### src/rtl/countdown_timer.sv
// Prescaled down-counter with pause/resume, optional auto-reload and a sticky terminal-count irq.
// tick, tc_pulse and busy are decoded directly from the state registers.
module countdown_timer #(
    parameter int unsigned WIDTH = 4,
    parameter int unsigned PRE_W = 8
) (
    input  logic             clk,
    input  logic             reset,
    input  logic             start,
    input  logic             stop,
    input  logic             load,
    input  logic [WIDTH-1:0] load_val,
    input  logic [PRE_W-1:0] prescale,
    input  logic             auto_reload,
    input  logic             irq_clr,
    output logic [WIDTH-1:0] count,
    output logic             tick,
    output logic             tc_pulse,
    output logic             irq,
    output logic             busy,
    output logic [1:0]       state
);

    typedef enum logic [1:0] {
        IDLE  = 2'b00,
        RUN   = 2'b01,
        PAUSE = 2'b10,
        DONE  = 2'b11
    } state_t;

    state_t           r_state;
    logic [WIDTH-1:0] r_count;
    logic [WIDTH-1:0] r_reload;
    logic [PRE_W-1:0] r_pre_cnt;
    logic             r_irq;

    logic             w_tick;
    logic             w_tc;
    logic             w_go;

    assign w_tick = (r_state == RUN) && (r_pre_cnt == '0);
    assign w_tc   = w_tick && (r_count == '0);
    // stop outranks start whenever both are requested
    assign w_go   = start && !stop;

    always_ff @(posedge clk or posedge reset) begin
        if (reset) begin
            r_state   <= IDLE;
            r_count   <= '1;
            r_reload  <= '1;
            r_pre_cnt <= '0;
            r_irq     <= 1'b0;
        end else begin
            if (w_tc) begin
                r_irq <= 1'b1;
            end else if (irq_clr) begin
                r_irq <= 1'b0;
            end

            case (r_state)
                IDLE: begin
                    if (load) begin
                        r_reload  <= load_val;
                        r_count   <= load_val;
                        r_pre_cnt <= prescale;
                    end
                    if (w_go) begin
                        r_state   <= RUN;
                        r_pre_cnt <= prescale;
                    end
                end

                RUN: begin
                    if (load) begin
                        r_reload <= load_val;
                    end
                    if (stop) begin
                        r_state <= PAUSE;
                    end else if (w_tick) begin
                        // prescale is only sampled here, at the reload point
                        r_pre_cnt <= prescale;
                        if (r_count != '0) begin
                            r_count <= r_count - WIDTH'(1);
                        end else if (auto_reload) begin
                            r_count <= r_reload;
                        end else begin
                            r_state <= DONE;
                        end
                    end else begin
                        r_pre_cnt <= r_pre_cnt - PRE_W'(1);
                    end
                end

                PAUSE: begin
                    if (load) begin
                        r_reload  <= load_val;
                        r_count   <= load_val;
                        r_pre_cnt <= prescale;
                    end
                    if (stop) begin
                        r_state <= IDLE;
                    end else if (start) begin
                        r_state <= RUN;
                    end
                end

                DONE: begin
                    if (load) begin
                        r_reload  <= load_val;
                        r_count   <= load_val;
                        r_pre_cnt <= prescale;
                        r_state   <= IDLE;
                    end
                    if (w_go) begin
                        r_state   <= RUN;
                        r_count   <= load ? load_val : r_reload;
                        r_pre_cnt <= prescale;
                    end
                end

                default: r_state <= IDLE;
            endcase
        end
    end

    assign count    = r_count;
    assign state    = r_state;
    assign irq      = r_irq;
    assign tick     = w_tick;
    assign tc_pulse = w_tc;
    assign busy     = (r_state == RUN);

endmodule

### config.mk
export PLATFORM = sky130hd
export DESIGN_NAME = countdown_timer
export DESIGN_NICKNAME = d
export VERILOG_FILES = /design/src/rtl/countdown_timer.sv
export SDC_FILE = /design/constraint.sdc
export NUM_CORES = 1
export LEC_CHECK = 0
export CORE_MARGIN = 3
export CORE_UTILIZATION = 52
export DETAILED_ROUTE_END_ITERATION = 8
export HOLD_SLACK_MARGIN = 0.08
export PLACE_DENSITY_LB_ADDON = 0.08
export SLEW_MARGIN = 20
export SYNTH_ARGS = -nofsm -noshare
export SYNTH_HDL_FRONTEND = slang
export SYNTH_SLANG_ARGS = --single-unit
### constraint.sdc
create_clock -name clk -period 2.85 [get_ports clk]
set_input_delay 0.57 -clock clk [delete_from_list [all_inputs] [get_ports clk]]
set_output_delay 0.57 -clock clk [all_outputs]
set_load 0.01 [all_outputs]
==> flow_metrics.tcl <==
set metrics [dict create \
    fin_crit_sh_pct 93.1 \
    drive_gt1_share_pct 14.2 \
    synth.distinct_cells 45 \
    grt.total_usage_pct 23.5 \
    rr_worst_depth 6 \
    post_drt_wl_per_cell_um 17.0 \
    crit_family "buffers and inverters" \
    drtPass1Iterations 4 \
    numPortBuffers 28 \
    synth_top_area_cell "dfrtp_1" \
    critPathSlowestCell "clkdlybuf4s50_1" \
    final_max_slew_viol_count 0 \
    synth_warnings 0 \
    cts.path.max_buffers 2 \
    crit_path_cell_trace "inv_1 > ha_2 > nor3b_4 > and3_1 > clkdlybuf4s50_1" \
    holdBufCountCts 0 \
    relSlewSlack_pct 50.0 \
    clockRootBuffer "clkbuf_4" \
    crit_end "tick" \
    p_leak_nw 0.787 \
    final_common_cell "clkdlybuf4s50_1" \
    min_delay_path_depth 2 \
    synth_compound_area_share_pct 29.2 \
    fill_cells 256 \
    cts_tree "built" \
    p_int_mw 1.05 \
    worstSetupEndpointType "output pin" \
    place.gp.congestion 0.876 \
    max_freq_mhz 377 \
    p_sw_share_pct 46.9 \
    p_total_mw 1.97 \
    yosys.area_share.simple_pct 19.6 \
    clk_latency_ns 0.32 \
    area_growth_pct 25.4 \
    fin_skew_ns 0.00138 \
    antenna_cells 0 \
    grt_pass1_wl_um 6360 \
    timing.rr.end "count[2]" \
    p_clk_share_pct 7.7 \
    synth_top_family_by_area "compound AO/OA/AOI/OAI gates" \
    finalWirelength_um 4130 \
    ys_seq_area_share_pct 31.9 \
    ir_worst_vdd_mv 0.740 \
    drv_cap 0 \
    rsz0062_at_grt "false" \
    finalCriticalPeriod_ns 2.65 \
    cp-startpoint "r_pre_cnt[1]" \
    yosysTopAreaCellShare_pct 18.1 \
    rows 19 \
    r2r_setup_slack_ns 0.65 \
    multi_input_area_sq_um 940 \
    synth_flop_cell "dfrtp_1" \
    path_depth 5 \
    via_per_inst 6.34 \
    tns_ns 0 \
    cp-start-kind "flop" \
    async_reset_ff_share_pct 100 \
    synth.area.mux_share_pct 4.19 \
    arrival_ns 2.08 \
    num_vias 1541 \
    netSwitchingPower_mw 0.924 \
    seqPwrFrac_pct 28.3 \
    status "complete, no violations" \
    critPathMaxStageDelay_ns 0.57 \
    synthAdderAreaFrac_pct 6.57 \
    crit_required_ns 2.28 \
    die_height_um 60.1 \
    drt_iter0_drc 102 \
    hp-class "flop to flop" \
    grt_max_degree 27 \
    dieWidth_um 60.1 \
    synth-edff-count 0 \
    avgSynthCellArea_sq_um 8.51 \
    power_frac_comb_pct 63.9 \
    worst_slack_ns 0.198 \
    critPathBufInv 2 \
    grt_pass1_vias 1462 \
    clkTransAtPathRegs_ns 0.12 \
    layout_common_cells "27 x clkdlybuf4s50_1, 18 x inv_1, 14 x a21oi_1" \
    overflow 0 \
    start_util_pct 54.8 \
    hp-start "r_reload[3]" \
    htree_levels 1 \
    place_ws_ns 0.320 \
    syn-cell-area_sq_um 1520 \
    final-seq-area_sq_um 488 \
    synthXorXnorAreaFrac_pct 1.15 \
    drc 0 \
    fp.coreArea_sq_um 2780 \
    worst_slew_pin_slew_ns 0.749 \
    clock_sinks 19 \
    final_nets 240 \
    place_area_sq_um 1860 \
    power_density_nw_per_um2 1030 \
    setup_viol 0 \
    path_max_fanout 7 \
    finalInstanceArea_sq_um 1910 \
    hold_viol 0 \
    ioPinCount 29 \
    drtAntennaViolNets 0 \
    synth_seq_cells 19 \
    synthTopCellsByArea "dfrtp_1 18%, dfstp_2 14%, ha_1 6.6%" \
    place_hpwl_um 3080 \
    worst-setup-path-type "flop to output pin" \
    antenna_found_initial 0 \
    r2r-start "r_pre_cnt[1]" \
    syn_nets 206 \
    cts_made_buffers 3 \
    die_area_sq_um 3620 \
    synth_cells 179 \
]
## synthesized netlist by cell type, types with 2 or more instances
cell type,n
a211oi_1,8
nand3_1,3
or3_1,4
nor2_1,6
nor2b_1,4
dfrtp_1,11
o31ai_1,2
ha_1,8
mux2i_1,3
o211ai_1,2
a211o_1,3
nor3_1,5
a221oi_1,6
a31oi_1,4
o22ai_1,4
a21oi_1,14
clkbuf_1,6
inv_1,18
nand2b_1,3
buf_6,2
a2111oi_0,2
nor4_1,2
and3_1,2
dfstp_2,8
mux2_2,3
a32oi_1,2
a22oi_1,3
o21ai_0,11
nand2_1,11
nor3b_1,4
## cell type report
type / instances / area share (%)
Sequential cell: 19 / 25.5
Inverter: 18 / 3.54
Clock buffer: 4 / 1.38
Timing Repair Buffer: 37 / 18.3
Tap cell: 31 / 2.03
Multi-Input combinational cell: 134 / 49.2
## worst min path at each step
stage                  endpoint  slack [ns]
CTS                 r_reload[3]        0.52
finish              r_reload[3]        0.52
detailed placement  r_reload[3]        0.50
floorplan           r_reload[3]        0.48
global placement            irq        0.46
global route        r_reload[3]        0.55
## flip-flops by register name (all words and copies together), names as in the netlist
signal	flops
r_pre_cnt	8
count	4
r_reload	4
state	2
irq	1
## routing by layer
| metal | up-vias | track usage [%] | wire length [um] |
|---|---|---|---|
| met5 | - | 0 | 0 |
| met4 | 0 | 13.0 | 112 |
| met3 | 11 | 3.89 | 254 |
| met2 | 55 | 40.7 | 2130 |
| met1 | 731 | 27.2 | 1640 |
| li1 | 744 | - | - |
## worst register-to-register path, delay by kind of cell, from the launching register on
kind	cells	cell delay, ns
AOI/OAI and AO/OA	1	0.20
adders and majority gates	1	0.22
buffers and inverters	1	0.09
DFF	1	0.46
and+or+nand+nor	3	1.16
## through the flow
stage                     util, %  hold slack [ns]  instances
after floorplan                 -            0.475        179
after global placement       66.8            0.463        238
after detailed placement     66.8            0.497        238
after CTS                    68.0            0.518        242
after global routing         68.7            0.547        243
final                        68.7            0.516        243
## cell families (layout without fill, tap and decap cells)
group | after synthesis | after routing
AOI/OAI and AO/OA | 66 | 66
and+or+nand+nor | 52 | 52
buffers and inverters | 26 | 59
DFF | 19 | 19
adders and majority gates | 8 | 8
muxes | 6 | 6
xor gates and xnor gates | 2 | 2
## repair_timing
| action | CTS | global route |
|---|---|---|
| resized for setup | 2 | 4 |
| setup buffers | 0 | 1 |
| endpoints found under the setup margin | 1 | 1 |
## power by group through the flow
| stage | clock network [mW] | registers (mW) | logic [mW] |
|---|---|---|---|
| after floorplan | 0 | 0.536 | 0.841 |
| after global placement | 0 | 0.551 | 1.17 |
| after detailed placement | 0 | 0.558 | 1.21 |
| after CTS | 0.153 | 0.558 | 1.22 |
| after global routing | 0.158 | 0.579 | 1.38 |
| final | 0.152 | 0.558 | 1.26 |
No activity file was read; power rests on OpenSTA's default activity.
